$ cat src/rtl/dkong_input_cond.sv
// Input conditioner for the Donkey Kong CPU switch ports.
// Raw active-high host controls are synchronised, debounced and 4-way filtered.
// Coin presses are stretched to a pulse that lasts a fixed number of frames.
// The results are presented as three registered active-low switch bytes.
module dkong_input_cond #(
    parameter int SYNC_STAGES = 2,
    parameter int DEB_TICKS   = 1024,
    parameter int COIN_FRAMES = 4
) (
    input  logic       I_CLK,
    input  logic       I_RST_n,
    input  logic [4:0] I_P1,
    input  logic [4:0] I_P2,
    input  logic       I_START1,
    input  logic       I_START2,
    input  logic       I_COIN,
    input  logic       I_VBL_n,
    output logic [7:0] O_SW1,
    output logic [7:0] O_SW2,
    output logic [7:0] O_SW3
);

    localparam int NB = 13;
    localparam int CW = $clog2(DEB_TICKS + 1);
    localparam logic [CW-1:0] CNT_LAST  = CW'(DEB_TICKS - 1);
    localparam logic [3:0]    COIN_LAST = 4'(COIN_FRAMES - 1);

    typedef enum logic [1:0] {
        ST_IDLE,
        ST_HOLD,
        ST_WAIT
    } coin_state_t;

    // Raw bit order: p1[4:0], p2[4:0], start1, start2, coin.
    logic [NB-1:0]                  raw;
    logic [SYNC_STAGES-1:0][NB-1:0] sync_q;
    logic [NB-1:0]                  synced;
    logic [NB-1:0][CW-1:0]          cnt;
    logic [NB-1:0]                  deb;
    logic                           vbl_prev;
    logic                           frame_tick;
    logic                           dc_prev;
    coin_state_t                    state_q, state_n;
    logic [3:0]                     f_q, f_n;
    logic                           coin_out;

    assign raw        = {I_COIN, I_START2, I_START1, I_P2, I_P1};
    assign synced     = sync_q[SYNC_STAGES-1];
    assign frame_tick = vbl_prev & ~I_VBL_n;
    assign coin_out   = (state_q == ST_HOLD);

    // Opposing directions cancel each other; everything else passes through.
    function automatic logic [4:0] four_way(input logic [4:0] p);
        logic [4:0] q;
        q = p;
        if (p[0] && p[1]) q[1:0] = 2'b00;
        if (p[2] && p[3]) q[3:2] = 2'b00;
        return q;
    endfunction

    // Shift every raw bit through the synchroniser chain.
    always_ff @(posedge I_CLK or negedge I_RST_n) begin
        if (!I_RST_n) begin
            sync_q <= '0;
        end else begin
            sync_q <= {sync_q[SYNC_STAGES-2:0], raw};
        end
    end

    // Accept a new level only after it has differed from the stable one for DEB_TICKS clocks.
    always_ff @(posedge I_CLK or negedge I_RST_n) begin
        if (!I_RST_n) begin
            cnt <= '0;
            deb <= '0;
        end else begin
            for (int i = 0; i < NB; i++) begin
                if (synced[i] == deb[i]) begin
                    cnt[i] <= '0;
                end else if (cnt[i] == CNT_LAST) begin
                    deb[i] <= synced[i];
                    cnt[i] <= '0;
                end else begin
                    cnt[i] <= cnt[i] + CW'(1);
                end
            end
        end
    end

    // Remember previous vblank and debounced coin levels for edge detection.
    always_ff @(posedge I_CLK or negedge I_RST_n) begin
        if (!I_RST_n) begin
            vbl_prev <= 1'b1;
            dc_prev  <= 1'b0;
        end else begin
            vbl_prev <= I_VBL_n;
            dc_prev  <= deb[12];
        end
    end

    // Coin FSM state and frame counter registers.
    always_ff @(posedge I_CLK or negedge I_RST_n) begin
        if (!I_RST_n) begin
            state_q <= ST_IDLE;
            f_q     <= '0;
        end else begin
            state_q <= state_n;
            f_q     <= f_n;
        end
    end

    // Coin FSM: one frame-counted pulse per insertion, then wait for release.
    always_comb begin
        state_n = state_q;
        f_n     = f_q;
        case (state_q)
            ST_IDLE: begin
                if (deb[12] && !dc_prev) begin
                    state_n = ST_HOLD;
                    f_n     = '0;
                end
            end
            ST_HOLD: begin
                if (frame_tick) begin
                    f_n = f_q + 4'd1;
                    if (f_q == COIN_LAST) state_n = ST_WAIT;
                end
            end
            ST_WAIT: begin
                if (!deb[12]) state_n = ST_IDLE;
            end
            default: state_n = ST_IDLE;
        endcase
    end

    // Registered active-low switch bytes; unused bits read as released.
    always_ff @(posedge I_CLK or negedge I_RST_n) begin
        if (!I_RST_n) begin
            O_SW1 <= 8'hFF;
            O_SW2 <= 8'hFF;
            O_SW3 <= 8'hFF;
        end else begin
            O_SW1 <= ~{3'b000, four_way(deb[4:0])};
            O_SW2 <= ~{3'b000, four_way(deb[9:5])};
            O_SW3 <= ~{coin_out, 3'b000, deb[11], deb[10], 2'b00};
        end
    end

endmodule

$ cat config.mk
export PLATFORM = sky130hd
export DESIGN_NAME = dkong_input_cond
export DESIGN_NICKNAME = d
export VERILOG_FILES = /design/src/rtl/dkong_input_cond.sv
export SDC_FILE = /design/constraint.sdc
export NUM_CORES = 1
export LEC_CHECK = 0
export ABC_AREA = 1
export CAP_MARGIN = 30
export CORE_ASPECT_RATIO = 1.2
export CORE_MARGIN = 2
export CORE_UTILIZATION = 65
export CTS_CLUSTER_SIZE = 10
export DETAILED_ROUTE_END_ITERATION = 8
export GPL_TIMING_DRIVEN = 0
export PLACE_DENSITY_LB_ADDON = 0.05
export SLEW_MARGIN = 20
export SYNTH_ARGS = -nofsm -noshare
export SYNTH_HDL_FRONTEND = slang
export SYNTH_SLANG_ARGS = --single-unit
$ cat constraint.sdc
create_clock -name I_CLK -period 2.3 [get_ports I_CLK]
set_input_delay 0.46 -clock I_CLK [delete_from_list [all_inputs] [get_ports I_CLK]]
set_output_delay 0.46 -clock I_CLK [all_outputs]
set_load 0.05 [all_outputs]
==> results of run 1 <==
-- registers in the layout (all words and copies together), names as in the netlist --
signal    cells
dc_prev       1
cnt         143
sync_q       13
deb          13
state_q       2
vbl_prev      1
f_q           4
synced       13
O_SW1         5
O_SW3         3
O_SW2         5
-- final cells by class --
type / instances / area [µm²] / area share, %
inverter: 123 / 462 / 4.33
multi-input combinational: 683 / 3750 / 35.2
tap: 175 / 219 / 2.05
clock inverter: 1 / 8.76 / 0.0821
timing repair buffer: 31 / 360 / 3.38
sequential: 203 / 5100 / 47.8
clock buffer: 41 / 686 / 6.43
buffer: 11 / 82.6 / 0.774
-- through the flow --
step           hold WS (ps)  area (µm²)  utilization (%)  setup TNS (ps)
2_1_floorplan           164        9400                -               0
3_3_place_gp            333        9900             69.5        -1476310
3_5_place_dp            263        9960             69.9               0
4_1_cts                 329       10700             74.9               0
5_1_grt                 344       10700             75.0               0
6_report                341       10700             75.0               0
-- power groups by stage --
stage	Combinational [µW]	Clock, µW	Sequential, µW
finish	558	3330	3830
global route	644	3560	3850
CTS	571	3430	3820
detailed placement	561	0	3890
global placement	534	0	3880
floorplan	348	0	3900
-- kinds of logic after synthesis --
family,after synthesis
xor+xnor,59
compound gates,58
buf+inv,134
fa+ha+maj,14
other cells,1
flops,203
simple gates,541
-- layer usage --
| metal | track usage (%) | part of all wire (%) | vias up |
|---|---|---|---|
| met3 | 3.31 | 3.6 | 24 |
| li1 | - | - | 3300 |
| met1 | 25.9 | 44 | 3000 |
| met2 | 37.4 | 51 | 72 |
| met4 | 6.10 | 1.9 | 0 |
| met5 | 0 | 0 | - |
-- cell usage after synthesis (2+ instances only) --
cell type / instances / share of area, %
nor2_8: 6 / 1.3
nor3_1: 10 / 0.53
nand3_2: 5 / 0.53
xor2_1: 24 / 2.2
buf_4: 11 / 0.88
nor3b_1: 7 / 0.56
a31o_2: 3 / 0.28
nand3_1: 67 / 3.6
o31ai_1: 4 / 0.32
nand2_2: 11 / 0.74
nor2_1: 169 / 6.8
o21ai_1: 5 / 0.27
nor2_4: 13 / 1.6
dfrtp_1: 189 / 51
inv_1: 122 / 4.9
nor2_2: 14 / 0.94
dfstp_2: 14 / 3.9
nand2_1: 206 / 8.3
ha_1: 14 / 1.9
or2_2: 4 / 0.27
nand3_4: 10 / 1.9
a31oi_1: 4 / 0.27
nand4_2: 2 / 0.27
nand4_1: 11 / 0.74
xnor2_1: 33 / 3.1
nor3_2: 4 / 0.43
a21oi_1: 27 / 1.4
o21ai_0: 13 / 0.70
-- worst min-delay path by stage --
stage / from / to
after floorplan: I_RST_n / cnt[0]$_DFF_PN0_
after global placement: sync_q[6]$_DFF_PN0_ / synced[6]$_DFF_PN0_
after detailed placement: I_RST_n / cnt[130]$_DFF_PN0_
after CTS: I_RST_n / cnt[63]$_DFF_PN0_
after global routing: I_RST_n / cnt[63]$_DFF_PN0_
final: sync_q[2]$_DFF_PN0_ / synced[2]$_DFF_PN0_
-- what timing repair did --
action,in CTS,in global routing
resized for setup,2,5
hold buffers,1,0
endpoints found under the setup margin,2,5
setup buffers,0,0
hold endpoints to repair,5,0
==> flow_results.org, run 1 <==
** Drt
- Dividing the detail-routed wire length by the instance count gives 11.7 µm.
- DR DRC count :: 0
- Wire length reported by the detailed router :: between 10 and 15 mm
- Antenna Nets Post-Route :: 0
- After detailed routing, the number of vias per cell comes to between 5 and 6.
- Vias :: 6396
- Initial detailed-routing violation count :: around 260
- Drt first pass iters :: 4

** Yosys
- The share of the Yosys chip area taken by registers is a little over half.
- The synthesized netlist devotes around 3.4% of its cell area to compound gates.
- Post-Synthesis Cell Area :: ~9400 µm²
- In this run, synthesis inferred 0 flip-flops with an integrated enable.
- The synthesized netlist devotes roughly 29% of its cell area to simple gates.
- Main combinational cell family by area after synthesis :: simple AND/OR/NAND/NOR gates
- Top_reg_cell synth :: dfrtp_1
- The synthesized netlist devotes approximately 5.7% of its cell area to XOR and XNOR gates.
- Yosys printed 0 warnings.
- Library cells used by synthesis :: 36
- Share of cell area taken by muxes after synthesis :: 0%
- The synthesized design contains approximately 200 register bits.
- Summing the areas of all fa, ha and maj instances in the mapped netlist gives 1.87% of the synthesized area.
- Instance count of the mapped netlist :: 1010
- Async set-reset flop share out of synthesis :: 100%
- Mean post-synth cell area :: just over 9 µm²

** CTS
- After clock tree synthesis, the clock-pin slew on the worst setup and hold paths is ~60 ps.
- Counting along the longest clock path gives a buffer depth of 3.
- The clock drives approximately 200 sinks.
- The tree is rooted in a clkbuf_16.
- In this run the number of H-tree levels came out at 1.
- Clock Latency Late Sink :: 490 ps
- Number of buffers inserted during clock tree synthesis :: 24
- CTS tree :: done

** Place
- In this run, placement finished with an instance count of roughly 1200.
- Pre-CTS WS :: roughly 530 ps
- Number of port buffers :: 28
- Dpl hpwl :: ~10 mm
- Final weighted congestion of routability-driven global placement :: just under 0.8

** Worst setup path
- CP delay by family, top :: buffers and inverters
- The worst setup path is of the reg2out kind.
- Worst reg-to-reg path cell count :: 6
- In this design, the stage delay of the slowest critical-path cell is between 700 and 800 ps.
- In this run the number of cells on the critical path is 1.
- Reg2Reg Launch Point :: cnt[11]$_DFF_PN0_
- Data on the critical path arrives at its endpoint at between 1500 and 2000 ps.
- Cells along the critical path :: clkdlybuf4s50_1
- The critical path starts at O_SW1[3]$_DFF_PN1_.
- Buffer and inverter count on the worst path :: 1
- STA classifies the critical path endpoint as an output port.
- Reg-to-Reg End :: cnt[18]$_DFF_PN0_
- The setup check on the worst reg-to-reg path leaves a slack of around 800 ps.
- Critical path's slowest cell :: clkdlybuf4s50_1
- Startpoint class of the critical path :: register
- Along the worst path, the maximum fanout reaches 1.
- For the worst setup path, the data required time is about 1800 ps.
- Following the worst setup path forward leads to its endpoint at O_SW1[3].

** Floorplanning
- Overall die area :: 15400 µm²
- The floorplan step set the die width to approximately 110 µm.
- In this run the standard cell core region covers approximately 14000 µm².
- Measured along the y axis, the die boundary spans 135 µm.
- Site row count :: 48
- Starting utilization of the core area :: between 60% and 70%
- Top-level I/O count :: 40

** Global route
- Number of global-route vias before repair :: around 6400
- The number of antenna violations at the first check in global routing came to 0.
- The first global-routing pass estimated 26.9 mm of wire.
- Entering global routing, the biggest net connects 102 pins.
- Sum of overflow across all layers after global routing :: 0
- Total GRT Usage :: between 20% and 30%

** Power and ir drop
- After layout, the design draws a total of ~7700 µW.
- Net switching is between 20% and 30% of the power.
- Sequential cells burn 49.6% of the power.
- In this run, the combinational gates consume between 7 and 8% of the power.
- For this design the static power due to leakage is ~0.0050 µW.
- For this design the total switching power over the nets is roughly 1800 µW.
- Internal power :: about 5900 µW
- Power per cell area :: ~720 nW/µm²
- Clock network power share :: roughly 43%
- Across the VDD grid, the largest voltage drop is 0.000665 V.

** STA
- For this run, the top clock speed supported by timing is between 400 and 500 MHz.
- Max-slew headroom at the worst pin :: around 65%
- Setup repair after global routing left no endpoint under its margin.
- The number of pins exceeding their max-slew limit in the final report is 0.
- The final critical path takes up 98.4% of the cycle.
- Setup violations remaining at the end of the flow were counted as 0.
- Worst-case setup margin in the final layout :: 35.7 ps
- Hold Violations, Final :: 0
- On the final layout, the worst clock skew is approximately 8.1 ps.
- Clock period minus worst slack :: roughly 2300 ps
- At the pin with the least slew margin, the transition time is ~530 ps.

** Finish
- Most common cell after layout, fill and taps aside :: nand2_1
- The filler cells instantiated in the layout total around 1100.
- The area growth from synthesis to layout is 14.0%.
- The repair_antennas step left the layout with diodes totalling 0.
- Commonest cells after routing, fill and taps aside :: 206 x nand2_1, 189 x dfrtp_1, 169 x nor2_1, 122 x inv_1, 67 x nand3_1
- At the end of the flow, the number of nets in the layout was roughly 1100.
- The post-route netlist has between 10% and 20% of its cells at a drive strength greater than 1.
- The finished layout holds ~1300 standard cells, fillers aside.

** Hold path
- Cells on Worst Hold Path :: 0
- The worst hold path belongs to the class reg2reg.

** Job
- Max-cap violations in this run came to 0.

** Run status
- Result of the run :: complete, no violations
(Power assumes the default switching activity.)
==> run 2: changes to the inputs <==
==> constraint.sdc (replaced) <==
create_clock -name I_CLK -period 2.3 [get_ports I_CLK]
set_input_delay 0.345 -clock I_CLK [delete_from_list [all_inputs] [get_ports I_CLK]]
set_output_delay 0.345 -clock I_CLK [all_outputs]
set_load 0.05 [all_outputs]
==> flow_results.org, run 2 (synthesis gave the netlist of run 1 again) <==
** CTS
- Worst-path clk slew :: 60 ps (about the same)
- The number of buffers inserted to repair setup after CTS was 0 (unchanged).
- Clock Latency Late Sink :: 490 ps (about the same)
- Htree depth :: 1 (unchanged)
- The number of resized instances in the post-cts repair step is 0 (was 2).
- The number of buffers created by CTS is 24 (unchanged).
- The deepest clock path buffer count came to 3 (unchanged).
- The sink count of the clock tree came to 203 (unchanged).
- The TritonCTS clock tree is done (unchanged).
- The buffer type at the clock tree root is clkbuf_16 (unchanged).

** STA
- The final clock skew came to 8.01 ps (was 8.08 ps).
- Clock period minus worst slack :: 2170 ps (was 2260 ps)
- The count of endpoints failing setup in the final report was 0 (unchanged).
- Total negative setup slack :: 0 ps (unchanged)
- Worst slew pin tran :: 524 ps (was 526 ps)
- The fmax came to 462 MHz (was 442 MHz).
- The final hold violation count came to 0 (unchanged).
- The final worst-path cycle share was 94.2% (was 98.4%).
- Final slew viol count :: 0 (unchanged)
- Max-slew headroom at the worst pin :: 64.8% (was 64.7%)
- Unrepaired setup endpoints after global routing :: false (unchanged)

** Floorplanning
- Site row count :: 48 (unchanged)
- The die width was 114 µm (unchanged).
- The effective utilization at floorplan is 65.8% (unchanged).
- The chip height was 135 µm (unchanged).
- Top-level I/O count :: 40 (unchanged)
- CORE AREA :: 14200 µm² (unchanged)
- The area of the die is 15400 µm² (unchanged).

** Worst setup path
- The critical register-to-register path endpoint was cnt[18]$_DFF_PN0_ (unchanged).
- The arrival time of the worst setup path was 1820 ps (was 1800 ps).
- The delay of the slowest cell on the worst path is 800 ps (was 790 ps).
- Worst reg-to-reg path cell count :: 6 (unchanged)
- Cells along the critical path :: clkdlybuf4s50_1 (unchanged)
- The kind of critical path is reg2out (unchanged).
- Reg2reg setup slack :: 800 ps (about the same)
- Startpoint class of the critical path :: register (unchanged)
- Source of the critical timing path :: O_SW1[2]$_DFF_PN1_ (was O_SW1[3]$_DFF_PN1_)
- The total buffers and inverters traversed by the critical path was 1 (unchanged).
- Peak fanout along the critical path :: 1 (unchanged)
- Critical path's slowest cell :: clkdlybuf4s50_1 (unchanged)
- CP delay by family, top :: buffers and inverters (unchanged)
- Crit end category :: output port (unchanged)
- The beginning of the worst register-to-register path is cnt[11]$_DFF_PN0_ (unchanged).
- The critical path data required time was 1960 ps (was 1840 ps).

** Drt
- The iteration count of the initial detailed-routing pass was 4 (unchanged).
- The detailed-route DRC error count is 0 (unchanged).
- Vias :: 6379 (was 6396)
- The number of antenna-violating nets in the routed design was 0 (unchanged).
- Vias/cell :: 5.03 (was 5.04)
- Wire length reported by the detailed router :: 14.8 mm (about the same)
- Mean routed wirelength per cell :: 11.7 µm (about the same)
- Initial detailed-routing violation count :: 239 (was 256)

** Finish
- Ratio of cells with drive above 1 in the final layout :: 12.0% (unchanged)
- Fill cell count :: 1052 (unchanged)
- The commonest non-fill, non-tap cell in the layout was nand2_1 (unchanged).
- Commonest cells after routing, fill and taps aside :: 206 x nand2_1, 189 x dfrtp_1, 169 x nor2_1, 122 x inv_1, 67 x nand3_1 (unchanged)
- The flip-flop count of the largest register after layout was 143 (unchanged).
- Final net count :: 1107 (unchanged)
- The layout overhead on the synthesized area is 13.9% (was 14.0%).
- Final antenna diode count :: 0 (unchanged)
- The cell area after layout is 10700 µm² (about the same).
- The register containing the most flip-flops in the final layout is cnt (unchanged).

** Place
- Number of port buffers :: 28 (unchanged)
- Dpl hpwl :: 9.97 mm (unchanged)
- Final weighted congestion of routability-driven global placement :: 0.782 (unchanged)
- Placed Instance Area :: 9960 µm² (unchanged)

** Power and ir drop
- Power per cell area :: 724 nW/µm² (was 723 nW/µm²)
- The leakage power came to 0.00503 µW (was 0.00502 µW).
- The peak supply drop came to 0.000667 V (was 0.000665 V).

** Global route
- The remaining global-route overflow was 0 (unchanged).
- The first-pass GRT wire length was 26.9 mm (unchanged).
- Total GRT Usage :: 20.7% (unchanged)
- The number of antenna violations at the first check in global routing came to 0 (unchanged).
- Largest net degree at the start of global routing :: 102 (unchanged)
- The number of global-route vias before repair came to 6445 (unchanged).

** Job
- The number of maximum-capacitance violations was 0 (unchanged).

** Hold path
- Worst hold path class :: in2async (was reg2reg)

** Run status
- Result of the run: complete, no violations (unchanged).
run 2: stage by stage:
stage / instances / hold WS [ps] / setup WS [ps] / power, µW / util (%)
after floorplan: 1020 / 49.4 / 1020 / 4240 / -
after global placement: 1223 / 333 / -7350 / 4420 / 69.5
after detailed placement: 1225 / 148 / 650 / 4450 / 69.9
after CTS: 1268 / 214 / 113 / 7830 / 74.9
after global routing: 1268 / 229 / 97.6 / 8060 / 74.9
final: 1268 / 248 / 134 / 7720 / 74.9
run 2: where the power goes:
part	leakage, µW	internal, µW	switching (µW)
registers	0.00269	3720	107
clock network	0.000332	2010	1320
logic	0.00201	195	364
run 2: worst max path at each step:
stage | endpoint | slack [ps] | cells past startpoint
floorplan | cnt[16]$_DFF_PN0_ | 1020 | 6
global placement | f_q[2]$_DFFE_PN0P_ | -7350 | 1
detailed placement | O_SW2[0] | 650 | 1
CTS | O_SW1[2] | 110 | 1
global route | O_SW1[0] | 100 | 1
finish | O_SW1[2] | 130 | 1
run 2: timing repair:
item,in CTS,in global routing
endpoints found under the setup margin,0,0
hold buffers,1,0
endpoints found under the hold margin,189,0
run 2: area by class of cell:
| cell class | instances | area [µm²] | share of cell area [%] |
|---|---|---|---|
| Timing Repair Buffer | 31 | 350 | 3.29 |
| Buffer | 11 | 82.6 | 0.775 |
| Multi-Input combinational cell | 683 | 3750 | 35.2 |
| Inverter | 123 | 462 | 4.33 |
| Clock inverter | 1 | 8.76 | 0.0822 |
| Sequential cell | 203 | 5100 | 47.8 |
| Clock buffer | 41 | 686 | 6.43 |
| Tap cell | 175 | 219 | 2.05 |
run 2: metal layers:
metal | wire [µm] | GRT usage, % | share of wire [%]
met5 | 0 | 0 | 0
met4 | 236 | 6.10 | 1.6
met3 | 523 | 3.31 | 3.5
met2 | 7560 | 37.4 | 51
met1 | 6510 | 25.9 | 44
